$ cat src/rtl/fifo_sc_pkg.sv
`default_nettype none
// ============================================================================
// Module      : fifo_sc_pkg
// Description : Shared constants and helpers for the single-clock FIFO.
// Revision    : 1.0 - initial release
// ============================================================================
package fifo_sc_pkg;

  // Read-mode selectors for the FWFT parameter
  localparam int FWFT_STANDARD   = 0;
  localparam int FWFT_SHOW_AHEAD = 1;

  // Ceiling log2, used when sizing address fields from a word count
  function automatic int clog2(input int value);
    int res;
    res = 0;
    while ((1 << res) < value) res++;
    return res;
  endfunction

endpackage
`default_nettype wire

$ cat src/rtl/fifo_sc_if.sv
`default_nettype none
// ============================================================================
// Module      : fifo_sc_if
// Description : Producer/consumer bundle for fifo_sc (write, read, status).
// Revision    : 1.0 - initial release
// ============================================================================
interface fifo_sc_if
  import fifo_sc_pkg::*;
#(
  parameter int W = 4,
  parameter int N = 2
);
  logic         we;
  logic [W-1:0] wd;
  logic         re;
  logic [W-1:0] rd;
  logic         rvalid;
  logic         full;
  logic         empty;
  logic         almost_full;
  logic         almost_empty;
  logic [N:0]   usedw;
  logic         ovf;
  logic         udf;

  // Side that drives requests (producer/consumer)
  modport master (
    output we, wd, re,
    input  rd, rvalid, full, empty, almost_full, almost_empty, usedw, ovf, udf
  );

  // FIFO side
  modport slave (
    input  we, wd, re,
    output rd, rvalid, full, empty, almost_full, almost_empty, usedw, ovf, udf
  );
endinterface
`default_nettype wire

$ cat src/rtl/fifo_sc_ram_sdp.sv
`default_nettype none
// ============================================================================
// Module      : fifo_sc_ram_sdp
// Description : Simple dual-port RAM, W x 2**N, one write port and one
//               registered read port. Read-during-write to the same address
//               returns the old word.
// Revision    : 1.0 - initial release
// ============================================================================
module fifo_sc_ram_sdp
  import fifo_sc_pkg::*;
#(
  parameter int W = 4,
  parameter int N = 2
) (
  input  logic         clk,
  input  logic         rst,
  input  logic         we,
  input  logic [N-1:0] waddr,
  input  logic [W-1:0] wdata,
  input  logic         re,
  input  logic [N-1:0] raddr,
  output logic [W-1:0] rdata
);
  localparam int DEPTH = 1 << N;

  logic [W-1:0] mem [0:DEPTH-1];
  logic [W-1:0] rdata_q;
  logic [W-1:0] rdata_d;

  // Storage array: no reset, contents are only meaningful via FIFO pointers
  always_ff @(posedge clk) begin
    if (we) mem[waddr] <= wdata;
  end

  // Read port holds its last word unless a read is enabled
  always_comb begin
    rdata_d = rdata_q;
    if (re) rdata_d = mem[raddr];
  end

  // Registered read data, cleared on reset so rd starts at zero
  always_ff @(posedge clk) begin
    if (rst) rdata_q <= '0;
    else     rdata_q <= rdata_d;
  end

  assign rdata = rdata_q;
endmodule
`default_nettype wire

$ cat src/rtl/fifo_sc.sv
`default_nettype none
// ============================================================================
// Module      : fifo_sc
// Description : Single-clock FIFO with optional show-ahead read, threshold
//               flags, fill level and sticky overflow/underflow errors.
// Revision    : 1.0 - initial release
// ============================================================================
module fifo_sc
  import fifo_sc_pkg::*;
#(
  parameter int W     = 4,
  parameter int N     = 2,
  parameter int FWFT  = 0,
  parameter int AF_TH = 3,
  parameter int AE_TH = 1
) (
  input  logic     clk,
  input  logic     rst,
  fifo_sc_if.slave bus
);
  localparam logic [N:0] ONE    = (N+1)'(1);
  localparam logic [N:0] AF_LVL = (N+1)'(AF_TH);
  localparam logic [N:0] AE_LVL = (N+1)'(AE_TH);

  logic [N:0]   wptr_q, wptr_d, rptr_q, rptr_d, usedw_q, usedw_d;
  logic         full_q, full_d, empty_q, empty_d;
  logic         af_q, af_d, ae_q, ae_d;
  logic         ovf_q, ovf_d, udf_q, udf_d;
  logic         wr_acc, rd_acc;

  logic         ram_re;
  logic [N-1:0] ram_raddr;
  logic [W-1:0] ram_rdata;

  // Accept logic, pointer/level update and next-state flags
  always_comb begin
    rd_acc  = bus.re && !empty_q;
    // A full FIFO can still take a write when a read frees a slot this cycle
    wr_acc  = bus.we && (!full_q || rd_acc);
    wptr_d  = wr_acc ? wptr_q + ONE : wptr_q;
    rptr_d  = rd_acc ? rptr_q + ONE : rptr_q;
    usedw_d = usedw_q;
    if (wr_acc && !rd_acc)      usedw_d = usedw_q + ONE;
    else if (!wr_acc && rd_acc) usedw_d = usedw_q - ONE;
    // Same index with differing wrap bit means one full lap apart
    full_d  = (wptr_d[N] != rptr_d[N]) && (wptr_d[N-1:0] == rptr_d[N-1:0]);
    empty_d = (wptr_d == rptr_d);
    af_d    = (usedw_d >= AF_LVL);
    ae_d    = (usedw_d <= AE_LVL);
    ovf_d   = ovf_q | (bus.we & ~wr_acc);
    udf_d   = udf_q | (bus.re & empty_q);
  end

  // Pointer, level and flag registers
  always_ff @(posedge clk) begin
    if (rst) begin
      wptr_q  <= '0;
      rptr_q  <= '0;
      usedw_q <= '0;
      full_q  <= 1'b0;
      empty_q <= 1'b1;
      af_q    <= 1'b0;
      ae_q    <= 1'b1;
      ovf_q   <= 1'b0;
      udf_q   <= 1'b0;
    end else begin
      wptr_q  <= wptr_d;
      rptr_q  <= rptr_d;
      usedw_q <= usedw_d;
      full_q  <= full_d;
      empty_q <= empty_d;
      af_q    <= af_d;
      ae_q    <= ae_d;
      ovf_q   <= ovf_d;
      udf_q   <= udf_d;
    end
  end

  fifo_sc_ram_sdp #(
    .W (W),
    .N (N)
  ) u_ram (
    .clk   (clk),
    .rst   (rst),
    .we    (wr_acc && !rst),
    .waddr (wptr_q[N-1:0]),
    .wdata (bus.wd),
    .re    (ram_re),
    .raddr (ram_raddr),
    .rdata (ram_rdata)
  );

  if (FWFT == FWFT_SHOW_AHEAD) begin : g_fwft
    // The RAM continuously prefetches the next head. When the word being
    // written lands exactly on the next head slot (usedw becomes 1 with
    // this word), the RAM returns the stale entry, so a bypass register
    // supplies the fresh word instead.
    logic         byp_q, byp_d;
    logic [W-1:0] byp_data_q, byp_data_d;

    // Detect a write that becomes the head on the next cycle
    always_comb begin
      byp_d      = wr_acc && (wptr_q[N-1:0] == rptr_d[N-1:0]);
      byp_data_d = bus.wd;
    end

    // Bypass registers
    always_ff @(posedge clk) begin
      if (rst) begin
        byp_q      <= 1'b0;
        byp_data_q <= '0;
      end else begin
        byp_q      <= byp_d;
        byp_data_q <= byp_data_d;
      end
    end

    assign ram_re     = 1'b1;
    assign ram_raddr  = rptr_d[N-1:0];
    assign bus.rd     = byp_q ? byp_data_q : ram_rdata;
    assign bus.rvalid = !empty_q;
  end else begin : g_std
    logic rvalid_q, rvalid_d;

    // Data is valid for exactly the cycle after an accepted read
    always_comb begin
      rvalid_d = rd_acc;
    end

    // Read-valid register
    always_ff @(posedge clk) begin
      if (rst) rvalid_q <= 1'b0;
      else     rvalid_q <= rvalid_d;
    end

    assign ram_re     = rd_acc;
    assign ram_raddr  = rptr_q[N-1:0];
    assign bus.rd     = ram_rdata;
    assign bus.rvalid = rvalid_q;
  end

  assign bus.full         = full_q;
  assign bus.empty        = empty_q;
  assign bus.almost_full  = af_q;
  assign bus.almost_empty = ae_q;
  assign bus.usedw        = usedw_q;
  assign bus.ovf          = ovf_q;
  assign bus.udf          = udf_q;
endmodule
`default_nettype wire
$ cat src/flat_wrapper.sv
// flat-port wrapper written by rule: the top's interface ports become plain ports
module fifo_sc_flat import fifo_sc_pkg::*;
#(
  parameter int W     = 4,
  parameter int N     = 2,
  parameter int FWFT  = 0,
  parameter int AF_TH = 3,
  parameter int AE_TH = 1
)
  (clk, rst, bus_we, bus_wd, bus_re, bus_rd, bus_rvalid, bus_full, bus_empty, bus_almost_full, bus_almost_empty, bus_usedw, bus_ovf, bus_udf);
  fifo_sc_if #(.W(W), .N(N)) bus_i ();
  input  logic clk;
  input  logic rst;
  input wire logic [$bits(bus_i.we)-1:0] bus_we;
  input wire logic [$bits(bus_i.wd)-1:0] bus_wd;
  input wire logic [$bits(bus_i.re)-1:0] bus_re;
  output wire logic [$bits(bus_i.rd)-1:0] bus_rd;
  output wire logic [$bits(bus_i.rvalid)-1:0] bus_rvalid;
  output wire logic [$bits(bus_i.full)-1:0] bus_full;
  output wire logic [$bits(bus_i.empty)-1:0] bus_empty;
  output wire logic [$bits(bus_i.almost_full)-1:0] bus_almost_full;
  output wire logic [$bits(bus_i.almost_empty)-1:0] bus_almost_empty;
  output wire logic [$bits(bus_i.usedw)-1:0] bus_usedw;
  output wire logic [$bits(bus_i.ovf)-1:0] bus_ovf;
  output wire logic [$bits(bus_i.udf)-1:0] bus_udf;
  assign bus_i.we = bus_we;
  assign bus_i.wd = bus_wd;
  assign bus_i.re = bus_re;
  assign bus_rd = bus_i.rd;
  assign bus_rvalid = bus_i.rvalid;
  assign bus_full = bus_i.full;
  assign bus_empty = bus_i.empty;
  assign bus_almost_full = bus_i.almost_full;
  assign bus_almost_empty = bus_i.almost_empty;
  assign bus_usedw = bus_i.usedw;
  assign bus_ovf = bus_i.ovf;
  assign bus_udf = bus_i.udf;
  fifo_sc #(.W(W), .N(N), .FWFT(FWFT), .AF_TH(AF_TH), .AE_TH(AE_TH)) u_core (.clk(clk), .rst(rst), .bus(bus_i));
endmodule
$ cat config.mk
export PLATFORM = sky130hd
export DESIGN_NAME = fifo_sc_flat
export DESIGN_NICKNAME = d
export VERILOG_FILES = /design/src/rtl/fifo_sc_pkg.sv /design/src/rtl/fifo_sc_if.sv /design/src/rtl/fifo_sc_ram_sdp.sv /design/src/rtl/fifo_sc.sv /design/src/flat_wrapper.sv
export SDC_FILE = /design/constraint.sdc
export NUM_CORES = 1
export LEC_CHECK = 0
export CAP_MARGIN = 20
export CORE_MARGIN = 3
export CORE_UTILIZATION = 47
export DETAILED_ROUTE_END_ITERATION = 6
export HOLD_SLACK_MARGIN = 0.08
export PLACE_DENSITY = 0.81
export SETUP_SLACK_MARGIN = 0.3
export SLEW_MARGIN = 10
export SYNTH_ARGS = -nofsm -noshare
export SYNTH_HDL_FRONTEND = slang
export SYNTH_SLANG_ARGS = --single-unit
$ cat constraint.sdc
create_clock -name clk -period 1.5 [get_ports clk]
set_input_delay 0.3 -clock clk [delete_from_list [all_inputs] [get_ports clk]]
set_output_delay 0.3 -clock clk [all_outputs]
set_load 0.01 [all_outputs]
==> summary by stage <==
Timing
Setup repair after global routing could not meet its margin everywhere. The relative slew slack is 0.837. The final critical path time including I/O delays and setup is 1.57 ns. The transition time of the tightest slew-check pin is 0.243 ns.

For the final database, setup skew stands at 0.0101 ns. Setup violations remaining at the end of the flow were counted as 3. Across all setup checks in the final design, the least slack found is -0.0682 ns. Derived from the worst setup path, the maximum achievable clock frequency is 638 MHz. The number of max-slew violations in the final report is 0. The total count of hold-check failures in the final report is 0. Dividing the final minimum period by the clock period gives 1.05.

Worst setup path
The cell family contributing the most delay on the critical path is compound AO/OA/AOI/OAI gates. By startpoint and endpoint, the worst setup path is classified as flop to flop. Together, buffers and inverters on the worst path number 0. The largest fanout of any net on the critical path is 4.

STA classifies the critical path endpoint as a flop. The stage delay of the slowest cell on the critical path is 0.35 ns. The signal on the critical path passes through and2b_2, o21ai_4, mux2i_4, xnor2_2, a31o_1.

The worst register-to-register path has a setup slack of -0.07 ns. The arrival time reported for the critical path endpoint is 1.81 ns. The slowest cell on the critical path is sky130_fd_sc_hd__dfxtp_2. The startpoint kind of the worst setup timing path is a flop.

The required time of the critical path is 1.75 ns.

CTS
For this design, the CTS-stage hold fixing added 0 buffers. The H-tree was split into 2 levels. The clock insertion delay at the later pin of the skew report is 0.35 ns. The longest clock path from root to sink contains 2 buffers.

TritonCTS built the clock tree. The clock sink count is 36. The number of clock buffers added by TritonCTS is 5.

The cell sitting at the root of the clock tree is a sky130_fd_sc_hd__clkbuf_4. The clock slew at the register clock pins of the worst setup and hold paths is 0.12 ns.

Floorplanning
The number of placement rows is 20. The die span in x is 63.1 um. The die boundary height is 63.1 um. The number of placed I/O pins is 22.

The initial utilization of the core area, before any placement, comes to 0.498. The die covers 3980 um2. The floorplan step defined a core boundary enclosing 3080 um2.

Routing
The post-detailed-route count of antenna-violating nets is 0. The number of DRC markers in iteration 0 is 81. The via-per-instance ratio is 5.08.

After detailed routing, the total wire length is 4050 um. The number of design rule violations left after detail routing is 0. The routed wirelength normalized by instance count is 18.0 um. For this run, the detailed router's first-pass iteration total came to 4. The total via count in the routed design is 1144.

Global route
The total grt overflow is 0. The wire length of the first global-routing pass is 6090 um. The initial antenna violation count is 0. The via count of the first global-routing pass came to 1228. The aggregate global-route resource usage is 0.207. The maximum number of pins on one net before global-route repair is 20.

Logic synthesis
For this run, asynchronously set or reset flops after synthesis account for 0. The most common flop cell mapped by yosys is sky130_fd_sc_hd__dfxtp_1. The Yosys step of the flow raised 0 warnings.

The sequential cell area fraction in the yosys report is 0.575. The number of nets handed over by synthesis was 137. The number of different library cells used by synthesis comes to 33. The synthesized instance count is 122. The synthesized design contains 36 register bits. A synthesized cell averages 12.6 um2. The area of the mapped netlist is 1530 um2.

The synthesized design contains 16 enable-type register cells.

Finish
Relative to the synthesized area, the layout overhead comes to 52.0%. The repair_antennas step left the layout with diodes totalling 0. The area of all placed cells without fillers is 2330 um2. The count of filler cells inserted in the layout is 174. The most common library cell in the layout ignoring fill and taps is sky130_fd_sc_hd__buf_4. In the layout the commonest cells are sky130_fd_sc_hd__buf_4, sky130_fd_sc_hd__edfxtp_1, sky130_fd_sc_hd__buf_6, sky130_fd_sc_hd__dfxtp_2, sky130_fd_sc_hd__nor2_1.

For this run, the number of standard cells in the final layout without fillers is 225. Of the cells placed in the final design, the portion with a size suffix greater than 1 is 0.635. In the final design database the tool counted 195 nets.

Worst hold path
In this run the worst hold path is classified as primary input to flop.

Pwr
The analysis attributes to cell leakage a power of 0.961 nW. The power per unit of standard cell area is 1130 nW/um2. Across the VDD grid, the largest voltage drop is 0.523 mV.

Job
The tool flagged a number of max-cap violations equal to 0.

Placed design
In this run, placement finished with an instance count of 198. The last weighted congestion value of the routability-driven placer is 0.792. The placed wire-length estimate after detailed placement is 2360 um. During placement, the flow inserted port buffers numbering 21. The placed instance area is 1900 um2.

Outcome
The checks that failed: negative setup slack. The flow ran to the end, but the final reports show violations.
worst min-delay path: stages:
cell                            delay [ns]
sky130_fd_sc_hd__dlygate4sd2_1        0.23
sky130_fd_sc_hd__buf_4                0.14
sky130_fd_sc_hd__a21oi_1              0.06
sky130_fd_sc_hd__nor2_1               0.07
flip-flops by register name, summed over array words and instances, names as in the netlist, 3 cells and up:
signal              flops
u_core.u_ram.rdata      4
u_core.wptr_q           3
u_core.bus.usedw        3
u_core.rptr_q           3
u_core.u_ram.mem       16
power breakdown:
part,switching [mW],total [mW],internal (mW)
Sequential,0.0473,1.15,1.11
Clock,0.346,0.694,0.347
Combinational,0.349,0.777,0.428
stage by stage:
stage               utilization  setup TNS [ns]  setup WS (ns)  hold WS (ns)  power [mW]
finish                    0.757          -0.118        -0.0682         0.480        2.62
global route              0.757          -0.329         -0.135         0.502        2.73
CTS                       0.713               0        0.00209         0.461        2.48
detailed placement        0.616           -8.99         -0.404         0.452        1.68
global placement          0.616           -7.49         -0.334         0.442        1.66
floorplan                     -               0         0.0484         0.383        1.46
final cells by class:
cell class                 instances  area, um2  area share
multi-input combinational         75        795       0.341
clock inverter                     3       42.5      0.0183
clock buffer                       5       37.5      0.0161
tap                               44       55.1      0.0236
timing repair buffer              57        470       0.202
inverter                           5       22.5     0.00967
sequential                        36        906       0.389
cell usage after synthesis (2+ instances only):
cell                        n  area (um2)
sky130_fd_sc_hd__xor2_1     2        17.5
sky130_fd_sc_hd__nand2b_1   2        12.5
sky130_fd_sc_hd__mux4_2     4        90.1
sky130_fd_sc_hd__nand2_1   12        45.0
sky130_fd_sc_hd__nor2b_1    2        12.5
sky130_fd_sc_hd__and2_1     4        25.0
sky130_fd_sc_hd__o21ai_0    2        10.0
sky130_fd_sc_hd__buf_6      2        22.5
sky130_fd_sc_hd__edfxtp_1  16         480
sky130_fd_sc_hd__xnor2_1    8        70.1
sky130_fd_sc_hd__dfxtp_1   20         400
sky130_fd_sc_hd__mux2i_1    3        30.0
sky130_fd_sc_hd__a21oi_1    5        25.0
sky130_fd_sc_hd__ha_1       7        87.6
sky130_fd_sc_hd__clkbuf_1   2        7.51
sky130_fd_sc_hd__nor2_1    11        41.3
sky130_fd_sc_hd__inv_1      4        15.0
final timing paths:
check / start / end / depth (start not counted)
setup / recovery: u_core.bus.empty$_SDFF_PP1_ / u_core.bus.empty$_SDFF_PP1_ / 5
hold / removal: bus_re / u_core.bus.udf$_SDFF_PP0_ / 4
setup reg to reg: u_core.bus.empty$_SDFF_PP1_ / u_core.bus.empty$_SDFF_PP1_ / 5
hold reg to reg: u_core.bus.udf$_SDFF_PP0_ / u_core.bus.udf$_SDFF_PP0_ / 2
cells by family after synthesis:
kind of cell,share of synthesized area
XOR/XNOR,0.0572
buffers and inverters,0.0400
multiplexers,0.0784
flip-flops,0.575
AO/OA/AOI/OAI,0.0727
adder cells (fa/ha/maj),0.0572
AND/OR/NAND/NOR,0.119
layer usage:
metal | vias up | wire length [um] | GRT usage
met5 | - | 0 | 0
met4 | 0 | 193 | 0.116
met3 | 19 | 210 | 0.0481
met2 | 45 | 2040 | 0.365
met1 | 541 | 1610 | 0.228
li1 | 539 | - | -
repair_timing:
action                     CTS  global route
setup endpoints to repair   46            45
cloned                       0             0
resized for setup           96            31
pin swaps                   19            16
hold endpoints to repair     0             0
buffers inserted            10             9
Power figures use the tool's default switching activity.
